==> src/rtl/chk_entry_table.sv <==
// chk_entry_table: expected-store table with parallel address compare and lowest-index selection
//  we_i/idx_i/addr_i/data_i   config write of one entry (sets valid)
//  clr_match_i                clear all matched bits
//  mark_i                     set matched bit of the selected entry
//  snoop_addr_i/snoop_data_i  store under test
//  sel_any_o/sel_idx_o        entry selected for checking (ordered: head entry, else lowest unmatched hit)
//  sel_ok_o                   selected entry's data equals snooped data
//  stale_bad_o                unordered only: store hits a matched entry with different data
//  empty_o                    no valid unmatched entries remain
//  last_o                     selected entry is the only one still pending
module chk_entry_table #(
  parameter int AW = 32,
  parameter int DW = 32,
  parameter int NCHK = 4,
  parameter int ORDERED = 1,
  parameter int IW = 2
) (
  input  logic          clk,
  input  logic          rst_n,
  input  logic          we_i,
  input  logic [IW-1:0] idx_i,
  input  logic [AW-1:0] addr_i,
  input  logic [DW-1:0] data_i,
  input  logic          clr_match_i,
  input  logic          mark_i,
  input  logic [AW-1:0] snoop_addr_i,
  input  logic [DW-1:0] snoop_data_i,
  output logic          sel_any_o,
  output logic [IW-1:0] sel_idx_o,
  output logic          sel_ok_o,
  output logic          stale_bad_o,
  output logic          empty_o,
  output logic          last_o
);
  logic [NCHK-1:0] valid_q, matched_q, hit, pend, dm;
  logic [AW-1:0] addr_q [NCHK];
  logic [DW-1:0] data_q [NCHK];
  logic [IW-1:0] ptr, low;
  always_comb begin
    hit = '0;
    dm = '0;
    ptr = '0;
    low = '0;
    pend = valid_q & ~matched_q;
    // descending scan leaves the lowest qualifying index in ptr/low
    for (int i = NCHK - 1; i >= 0; i--) begin
      hit[i] = valid_q[i] && addr_q[i] == snoop_addr_i;
      dm[i] = data_q[i] == snoop_data_i;
      if (pend[i]) ptr = IW'(i);
      if (pend[i] && hit[i]) low = IW'(i);
    end
    sel_any_o = ORDERED != 0 ? pend[ptr] && hit[ptr] : |(pend & hit);
    sel_idx_o = ORDERED != 0 ? ptr : low;
    sel_ok_o = dm[sel_idx_o];
    stale_bad_o = ORDERED == 0 && |(hit & matched_q & ~dm);
    empty_o = pend == '0;
    last_o = (pend & ~(NCHK'(1) << sel_idx_o)) == '0;
  end
  always_ff @(posedge clk or negedge rst_n) begin
    if (!rst_n) begin
      valid_q <= '0;
      matched_q <= '0;
      for (int i = 0; i < NCHK; i++) begin
        addr_q[i] <= '0;
        data_q[i] <= '0;
      end
    end else begin
      if (we_i) begin
        valid_q[idx_i] <= 1'b1;
        addr_q[idx_i] <= addr_i;
        data_q[idx_i] <= data_i;
      end
      if (clr_match_i) matched_q <= '0;
      else if (mark_i) matched_q[sel_idx_o] <= 1'b1;
    end
  end
endmodule

==> config.mk <==
export PLATFORM = sky130hd
export DESIGN_NAME = chk_entry_table
export DESIGN_NICKNAME = d
export VERILOG_FILES = /design/src/rtl/chk_entry_table.sv
export SDC_FILE = /design/constraint.sdc
export NUM_CORES = 1
export LEC_CHECK = 0
export CAP_MARGIN = 20
export CORE_MARGIN = 1.5
export CORE_UTILIZATION = 37
export CTS_CLUSTER_DIAMETER = 80
export CTS_CLUSTER_SIZE = 20
export DETAILED_ROUTE_END_ITERATION = 8
export PLACE_DENSITY_LB_ADDON = 0.25
export SYNTH_ARGS = -nofsm -noshare
export SYNTH_HDL_FRONTEND = slang
export SYNTH_SLANG_ARGS = --single-unit
==> constraint.sdc <==
create_clock -name clk -period 1.9 [get_ports clk]
set_input_delay 0.19 -clock clk [delete_from_list [all_inputs] [get_ports clk]]
set_output_delay 0.19 -clock clk [all_outputs]
set_load 0.005 [all_outputs]
==> results of run 1 <==
## power by group through the flow
stage / clock, mW / sequential (mW) / combinational (mW)
CTS: 4.17 / 7.34 / 3.70
floorplan: 0 / 7.30 / 2.08
finish: 4.07 / 7.34 / 3.69
global placement: 0 / 7.40 / 3.61
global route: 4.37 / 7.48 / 3.97
detailed placement: 0 / 7.45 / 3.65
## cell families (layout without fill, tap and decap cells)
group,count (synthesis),in the layout
DFF,264,264
muxes,256,256
xor gates and xnor gates,255,255
and+or+nand+nor,118,118
buffers and inverters,32,306
AOI/OAI and AO/OA,13,13
adders and majority gates,1,1
other,1,2
## Yosys cell counts (all sizes together)
cell	number	area [µm²]
nand2	2	7.51
o21ai	2	10.0
or3	1	6.26
nor3b	1	7.51
or2	1	6.26
nor3	11	55.1
o31ai	1	7.51
nor4b	1	15.0
nor2b	4	25.0
a21oi	5	25.0
a2111oi	1	15.0
conb	1	3.75
nor4	35	219
buf	22	113
xor2	128	1120
maj3	1	10.0
nand2b	6	37.5
inv	2	7.51
a31oi	3	18.8
mux2	256	2880
nand4	39	244
nor2	8	30.0
nand3	7	35.0
nand3b	2	15.0
dfrtp	264	6610
xnor2	127	1110
clkbuf	8	30.0
o2111ai	1	8.76
## sequential cells by signal, indices dropped and copies added (netlist names)
name,flops
valid_q,4
addr_q,128
data_q,128
matched_q,4
## per-layer routing
metal | part of all wire, % | global-route usage (%) | vias up | wire [µm]
met1 | 48 | 28.4 | 4240 | 16500
met3 | 3.8 | 2.08 | 38 | 1310
li1 | - | - | 3833 | -
met5 | 0 | 0 | - | 0
met2 | 46 | 31.5 | 129 | 15900
met4 | 2.2 | 4.71 | 0 | 764
## cell type report
class,count,area share (%)
antenna,1,0.0151
clock buffer,21,3.04
clock inverter,4,0.371
inverter,2,0.0454
multi-input combinational,644,36.8
sequential,264,39.9
tap,448,3.39
timing repair buffer,279,16.4
## critical path, delay by kind of cell (launching register included)
kind	cells	cell delay, ns
buffers and inverters	2	0.36
flip-flops	1	0.40
AND/OR/NAND/NOR	4	1.08
XOR/XNOR	1	0.15
AO/OA/AOI/OAI	1	0.12
## worst min path at each step
stage / from / endpoint / slack (ns) / cells past startpoint
floorplan: rst_n / addr_q[0] / -0.11 / 0
global placement: rst_n / addr_q[79] / 0.17 / 1
detailed placement: rst_n / addr_q[47] / 0.17 / 1
CTS: rst_n / addr_q[55] / 0.24 / 2
global route: rst_n / addr_q[15] / 0.25 / 2
finish: rst_n / addr_q[15] / 0.20 / 2
## repair_timing
action,in CTS,in global routing
pin swaps,17,10
hold buffers,1,0
setup endpoints to repair,6,6
endpoints found under the hold margin,48,0
buffers inserted,6,0
gates resized for setup,49,15
==> flow_metrics.env, run 1 <==
export IMPL_outcome="finished, violations left"
export IMPL_failed_checks="setup timing"
export IMPL_clockBufferDepth=3
export IMPL_syn_area_mm2=0.0127
export IMPL_antenna_found_initial=1
export IMPL_wire_per_inst_um=20.7
export IMPL_cts_tree="built"
export IMPL_setup_tns_ns=-1.84
export IMPL_drtIter0Drc=385
export IMPL_seq_area_mm2=0.00661
export IMPL_switching_share_pct=28.6
export IMPL_crit_required_ns=1.71
export IMPL_clk_latency_ns=0.51
export IMPL_fmax_mhz=357
export IMPL_start_util_pct=37.7
export IMPL_rrSetupSlack_ns=0.51
export IMPL_design_area_mm2=0.0165
export IMPL_critPathCaptureType="output pin"
export IMPL_tightestPinTransition_ns=0.512
export IMPL_crit_arrival_ns=2.61
export IMPL_r2r_end="matched_q[3]"
export IMPL_syn_inst=940
export IMPL_skew_ns=0.0148
export IMPL_setup_viol=4
export IMPL_port_buffers=140
export IMPL_final_cell_mix="264 x dfrtp_1, 256 x mux2_2, 133 x clkdlybuf4s50_1"
export IMPL_firstDrtPassIters=4
export IMPL_rows=67
export IMPL_cts_root_buf="clkbuf_16"
export IMPL_dieArea_mm2=0.0354
export IMPL_worst_path_most_repeated_cell="nor4_2"
export IMPL_gp_congestion=0.840
export IMPL_ys_ff_latch=264
export IMPL_cpPeakStageDelay_ns=0.40
export IMPL_worstSetupEndpoint="sel_any_o"
export IMPL_die_x_um=188
export IMPL_routed_wl_mm=34.5
export IMPL_synth_compound_area_share_pct=0.671
export IMPL_ys_types=29
export IMPL_synthSimpleGateAreaFrac_pct=5.55
export IMPL_fin_crit_ns=2.80
export IMPL_grt_pass1_vias=8688
export IMPL_critPathLaunch="addr_q[10]"
export IMPL_rsz0062_at_grt="true"
export IMPL_crit_path_top_delay_cell="dfrtp_1"
export IMPL_p_comb_share_pct=24.5
export IMPL_fp_coreArea_mm2=0.0336
export IMPL_reg2regPathDepth=7
export IMPL_synthXorXnorAreaFrac_pct=17.6
export IMPL_crit_chain="xor2_1, nor4_2, buf_4, nand4_1, nor4_2, a21oi_1, nor4b_2, buf_2"
export IMPL_die_height_um=188
export IMPL_final_nets=1344
export IMPL_synth_top_family_by_area="multiplexers"
export IMPL_syn_area_per_cell_um2=13.5
export IMPL_final_common_cell="dfrtp_1"
export IMPL_grt_usage_pct=19.6
export IMPL_yosys_warnings=0
export IMPL_multi_input_area_mm2=0.00609
export IMPL_grt_overflow_total=0
export IMPL_postLayoutSetupSlackWorst_ns=-0.899
export IMPL_cts_made_buffers=18
export IMPL_clockPowerShare_pct=26.9
export IMPL_drive_gt1_share_pct=37.5
export IMPL_path_clk_slew_ns=0.08
export IMPL_syn2layout_area_growth_pct=30.5
export IMPL_via_per_inst=4.95
export IMPL_synth_nets=1075
export IMPL_muxShareOfSynthArea_pct=22.7
export IMPL_cts_num_sinks=264
export IMPL_max_slew_margin_pct=65.9
export IMPL_hold_viol=0
export IMPL_cellInternalPower_mw=10.8
export IMPL_io_pin_count=142
export IMPL_pwr_density_cell_mw_per_mm2=913
export IMPL_synth_yosys_seq_area_share_pct=52.1
export IMPL_ir_drop_mv=0.687
export IMPL_grt_pass1_wl_mm=52.9
export IMPL_fin_cells=1663
export IMPL_post_dp_cell_area_mm2=0.0158
export IMPL_slew_viol_final=0
export IMPL_cp_max_fo=2
export IMPL_num_fill_cells=2958
export IMPL_startpoint_type="flip-flop"
export IMPL_synth_adder_area_share_pct=0.0790
export IMPL_hold_class="primary input to asynchronous set/reset pin"
export IMPL_pre_cts_ws_ns=-1.32
export IMPL_power_mw=15.1
export IMPL_post_dp_hpwl_mm=26.7
export IMPL_max_cap_viol_count=0
export IMPL_timing_final_crit_share_pct=147
export IMPL_grt_max_degree=57
export IMPL_vias=8240
export IMPL_cts_max_level=1
export IMPL_drc=0
export IMPL_fin_util_pct=49.2
export IMPL_holdWs_ns=0.201
export IMPL_p_leak_nw=6.82
export IMPL_ant_nets=0
export IMPL_dpl_cell_count=1636
export IMPL_switchingPower_mw=4.31
export IMPL_worstReg2RegStart="matched_q[3]"
export IMPL_path_class="flip-flop to output pin"
export IMPL_p_seq_share_pct=48.6
No activity file was read; power rests on OpenSTA's default activity.
==> inputs of run 2 (changes only) <==
- clock period: 1.9 -> 3.2 ns (I/O delays scaled with it)
==> flow_metrics.env, run 2 (synthesis results as in run 1) <==
export IMPL_drc=0
export IMPL_top_regs="addr_q x128, data_q x128"
export IMPL_setup_viol=0
export IMPL_seq_area_mm2=0.00661
export IMPL_path_class="flip-flop to output pin"
export IMPL_grt_pass1_vias=8395
export IMPL_cts_root_buf="clkbuf_16"
export IMPL_fin_cells=1596
export IMPL_path_clk_slew_ns=0.09
export IMPL_skew_ns=0.00863
export IMPL_postLayoutSetupSlackWorst_ns=0.140
export IMPL_cts_tree="built"
export IMPL_via_per_inst=5.00
export IMPL_pre_cts_ws_ns=-0.189
export IMPL_crit_path_top_delay_cell="dfrtp_1"
export IMPL_insertedDiodeCount=0
export IMPL_clockBufferDepth=3
export IMPL_io_pin_count=142
export IMPL_grt_pass1_wl_mm=51.9
export IMPL_reg2regPathDepth=5
export IMPL_power_mw=8.81
export IMPL_final_nets=1278
export IMPL_fin_crit_ns=3.06
export IMPL_syn2layout_area_growth_pct=24.3
export IMPL_dieArea_mm2=0.0354
export IMPL_hold_class="primary input to asynchronous set/reset pin"
export IMPL_ant_nets=0
export IMPL_vias=7978
export IMPL_max_cap_viol_count=0
export IMPL_start_util_pct=37.7
export IMPL_routed_wl_mm=33.7
export IMPL_fmax_mhz=327
export IMPL_switching_share_pct=29.1
export IMPL_cp_max_fo=4
export IMPL_antenna_found_initial=0
export IMPL_worstReg2RegStart="valid_q[0]"
export IMPL_slew_viol_final=0
export IMPL_fp_coreArea_mm2=0.0336
export IMPL_multi_input_area_mm2=0.00600
export IMPL_pwr_density_cell_mw_per_mm2=559
export IMPL_drtIter0Drc=349
export IMPL_die_height_um=188
export IMPL_clockPowerShare_pct=27.1
export IMPL_max_slew_margin_pct=56.7
export IMPL_crit_required_ns=2.88
export IMPL_final_cell_mix="263 x dfrtp_1, 256 x mux2_2, 138 x clkdlybuf4s50_1"
export IMPL_clk_latency_ns=0.52
export IMPL_worst_path_most_repeated_cell="buf_4"
export IMPL_p_comb_share_pct=23.4
export IMPL_rrSetupSlack_ns=1.77
export IMPL_cts_max_level=1
export IMPL_startpoint_type="flip-flop"
export IMPL_die_x_um=188
export IMPL_final_common_cell="dfrtp_1"
export IMPL_firstDrtPassIters=4
export IMPL_cpPeakStageDelay_ns=0.43
export IMPL_gp_congestion=0.798
export IMPL_rows=67
export IMPL_timing_final_crit_share_pct=95.6
export IMPL_holdWs_ns=0.352
export IMPL_switchingPower_mw=2.56
export IMPL_num_fill_cells=3078
export IMPL_r2r_end="matched_q[2]"
export IMPL_drive_gt1_share_pct=32.2
export IMPL_crit_chain="nor2b_1, nor3_2, nor4_2, buf_4, a31oi_1, nor4b_2, buf_4, dlygate4sd2_1"
export IMPL_cellInternalPower_mw=6.25
export IMPL_rsz0062_at_grt="false"
export IMPL_cts_made_buffers=19
export IMPL_setup_tns_ns=0
export IMPL_wire_per_inst_um=21.1
export IMPL_p_seq_share_pct=49.4
export IMPL_tightestPinTransition_ns=0.649
export IMPL_cts_num_sinks=264
export IMPL_outcome="finished clean"
export IMPL_grt_usage_pct=19.3
export IMPL_port_buffers=140
export IMPL_grt_overflow_total=0
export IMPL_crit_arrival_ns=2.74
export IMPL_p_leak_nw=6.35
export IMPL_grt_max_degree=78
export IMPL_critPathCaptureType="output pin"
export IMPL_dpl_cell_count=1568
export IMPL_post_dp_hpwl_mm=24.6
export IMPL_ir_drop_mv=0.388
export IMPL_hold_viol=0
## run 2: layer usage
metal / track usage [%] / wire length, µm
met5: 0 / 0
met4: 4.34 / 662
met3: 2.64 / 1770
met2: 31.0 / 15600
met1: 27.7 / 15700
## run 2: worst max path at each step
stage	from	to	slack (ns)	depth (start not counted)
floorplan	addr_q[9]	sel_any_o	1.38	6
global placement	snoop_addr_i[12]	sel_any_o	-0.19	9
detailed placement	snoop_addr_i[2]	sel_any_o	-0.19	9
CTS	data_q[10]	sel_ok_o	0.05	8
global route	snoop_addr_i[16]	sel_any_o	0.03	10
finish	valid_q[2]	sel_any_o	0.14	8
## run 2: metrics by stage
stage / util, % / cell area, µm²
after floorplan: - / 12700
after global placement: 45.0 / 15100
after detailed placement: 45.0 / 15100
after CTS: 46.8 / 15700
after global routing: 46.9 / 15800
final: 46.9 / 15800
## run 2: what timing repair did
action | 4_1_cts | 5_1_grt
resized for setup | 11 | 2
endpoints found under the setup margin | 2 | 2
setup buffers | 1 | 0
pin swaps | 7 | 0
hold buffers | 1 | 0
hold endpoints to repair | 73 | 0
## run 2: cell type report
cell class / count / area share (%)
multi-input combinational: 644 / 38.0
timing repair buffer: 212 / 12.8
inverter: 2 / 0.0476
sequential: 264 / 41.9
clock inverter: 5 / 0.445
tap: 448 / 3.56
clock buffer: 21 / 3.13
## run 2: power by group through the flow
stage	Combinational, mW	Sequential (mW)	Clock (mW)
2_1_floorplan	1.23	4.33	0
3_3_place_gp	2.04	4.39	0
3_5_place_dp	2.06	4.42	0
4_1_cts	2.09	4.35	2.47
5_1_grt	2.24	4.43	2.59
6_report	2.06	4.35	2.39
## run 2: worst max-delay path: cells and delay by family (launching register included)
kind / cells / cell delay (ns)
buffers and inverters: 3 / 0.54
flip-flops: 1 / 0.43
AND/OR/NAND/NOR: 4 / 1.10
AO/OA/AOI/OAI: 1 / 0.15
==> inputs of run 3 (changes only) <==
--- a/config.mk
+++ b/config.mk
@@ -13,2 +13,3 @@
 export DETAILED_ROUTE_END_ITERATION = 8
+export HOLD_SLACK_MARGIN = 0.06
 export PLACE_DENSITY_LB_ADDON = 0.25
==> constraint.sdc (replaced) <==
create_clock -name clk -period 2.6 [get_ports clk]
set_input_delay 0.52 -clock clk [delete_from_list [all_inputs] [get_ports clk]]
set_output_delay 0.52 -clock clk [all_outputs]
set_load 0.005 [all_outputs]
==> flow_metrics.env, run 3 (synthesis results as in run 1) <==
export IMPL_skew_ns=0.0220
export IMPL_fmax_mhz=321
export IMPL_syn2layout_area_growth_pct=28.0
export IMPL_critPathCaptureType="output pin"
export IMPL_routed_wl_mm=34.0
export IMPL_grt_max_degree=106
export IMPL_fin_crit_ns=3.11
export IMPL_startpoint_type="primary input"
export IMPL_clk_latency_ns=0.51
export IMPL_final_nets=1328
export IMPL_io_pin_count=142
export IMPL_rows=67
export IMPL_pwr_density_cell_mw_per_mm2=658
export IMPL_p_leak_nw=6.76
export IMPL_switchingPower_mw=3.07
export IMPL_reg2regPathDepth=6
export IMPL_cts_made_buffers=17
export IMPL_antenna_found_initial=2
export IMPL_crit_required_ns=2.08
export IMPL_max_slew_margin_pct=58.5
export IMPL_design_area_mm2=0.0162
export IMPL_p_comb_share_pct=25.0
export IMPL_die_height_um=188
export IMPL_port_buffers=140
export IMPL_path_clk_slew_ns=0.08
export IMPL_hold_viol=0
export IMPL_post_dp_hpwl_mm=25.6
export IMPL_postLayoutSetupSlackWorst_ns=-0.512
export IMPL_gp_congestion=0.833
export IMPL_worstReg2RegStart="valid_q[2]"
export IMPL_cp_max_fo=4
export IMPL_num_fill_cells=3008
export IMPL_grt_pass1_wl_mm=53.1
export IMPL_firstDrtPassIters=4
export IMPL_clockPowerShare_pct=24.8
export IMPL_pre_cts_ws_ns=-1.23
export IMPL_outcome="finished, violations left"
export IMPL_die_x_um=188
export IMPL_use_met2_pct=31.2
export IMPL_grt_pass1_vias=8706
export IMPL_path_class="primary input to output pin"
export IMPL_fin_cells=1646
export IMPL_holdWs_ns=0.438
export IMPL_failed_checks="setup timing"
export IMPL_post_dp_cell_area_mm2=0.0155
export IMPL_cts_max_level=1
export IMPL_cts_root_buf="clkbuf_16"
export IMPL_timing_final_crit_share_pct=120
export IMPL_ant_nets=0
export IMPL_tightestPinTransition_ns=0.623
export IMPL_grtUsageMet1_pct=28.7
export IMPL_ir_drop_mv=0.480
export IMPL_cts_num_sinks=264
export IMPL_grt_usage_pct=19.7
export IMPL_dieArea_mm2=0.0354
export IMPL_drive_gt1_share_pct=36.6
export IMPL_cts_tree="built"
export IMPL_start_util_pct=37.7
export IMPL_crit_arrival_ns=2.59
export IMPL_vias=8127
export IMPL_dpl_cell_count=1619
export IMPL_setup_viol=2
export IMPL_critPathLaunch="snoop_addr_i[8]"
export IMPL_grtUsageMet3_pct=2.70
export IMPL_clockBufferDepth=3
export IMPL_p_seq_share_pct=50.2
export IMPL_hold_class="primary input to asynchronous set/reset pin"
export IMPL_grt_busiest_layer="met2"
export IMPL_wire_per_inst_um=20.6
export IMPL_cellInternalPower_mw=7.60
export IMPL_rsz0062_at_grt="true"
export IMPL_max_cap_viol_count=0
export IMPL_r2r_end="matched_q[0]"
export IMPL_rrSetupSlack_ns=1.21
export IMPL_top_regs="addr_q x128, data_q x128"
export IMPL_final_cell_mix="264 x dfrtp_1, 256 x mux2_2, 126 x xor2_1"
export IMPL_fp_coreArea_mm2=0.0336
export IMPL_worstSetupEndpoint="sel_any_o"
export IMPL_via_per_inst=4.94
export IMPL_grt_overflow_total=0
export IMPL_switching_share_pct=28.8
export IMPL_drc=0
export IMPL_drtIter0Drc=493
export IMPL_final_common_cell="dfrtp_1"
export IMPL_slew_viol_final=0
[run 3: changes by cell type in the layout (fill, tap and decap cells not counted), moves of 5 or more]
| cell | delta |
|---|---|
| xnor2_1 | -5 |
| buf_6 | +6 |
| xnor2_2 | +5 |
| buf_4 | +43 |
| clkdlybuf4s50_1 | -37 |
| dlygate4sd2_1 | +30 |
[run 3: repair_timing]
action,CTS,global route
setup buffers,2,0
pin swaps,29,6
endpoints found under the setup margin,6,5
gates resized for setup,71,16
endpoints found under the hold margin,12,0
hold buffers,1,0
[run 3: per-stage QoR]
step / power [mW] / utilization (%) / TNS, ns
after floorplan: 6.85 / - / 0
after global placement: 8.00 / 46.3 / -1.98
after detailed placement: 8.07 / 46.3 / -2.04
after CTS: 10.8 / 48.0 / -0.864
after global routing: 11.2 / 48.3 / -1.00
final: 10.7 / 48.3 / -0.733
[run 3: worst min-delay path by stage]
stage	end	slack [ns]
2_1_floorplan	addr_q[0]	0.22
3_3_place_gp	addr_q[15]	0.35
3_5_place_dp	addr_q[15]	0.35
4_1_cts	addr_q[15]	0.43
5_1_grt	addr_q[20]	0.44
6_report	addr_q[84]	0.44
[run 3: layout make-up]
cell class                      instances  area [µm²]  share of cell area (%)
Sequential cell                       264        6610                    40.7
Multi-Input combinational cell        644        6120                    37.7
Timing Repair Buffer                  264        2450                    15.1
Tap cell                              448         561                    3.45
Clock buffer                           19         453                    2.79
Clock inverter                          3        25.0                   0.154
Inverter                                2        7.51                  0.0463
Antenna cell                            2        5.00                  0.0308
[run 3: power groups by stage]
stage / registers, mW / logic (mW) / clock network (mW)
finish: 5.36 / 2.66 / 2.65
global route: 5.47 / 2.89 / 2.89
CTS: 5.36 / 2.67 / 2.74
detailed placement: 5.44 / 2.63 / 0
global placement: 5.41 / 2.59 / 0
floorplan: 5.33 / 1.52 / 0
[run 3: worst max-delay path: stages]
cell and delay (ns):
clkdlybuf4s50_1 0.60, xnor2_1 0.16, buf_4 0.15, nand4_1 0.20
nor4_1 0.33, a21oi_1 0.12, nor4b_2 0.26, buf_4 0.17
buf_6 0.08
[run 3: metal layers]
metal | wire (µm) | vias up
li1 | - | 3798
met2 | 15700 | 139
met3 | 1400 | 24
met1 | 16300 | 4166
met5 | 0 | -
met4 | 497 | 0
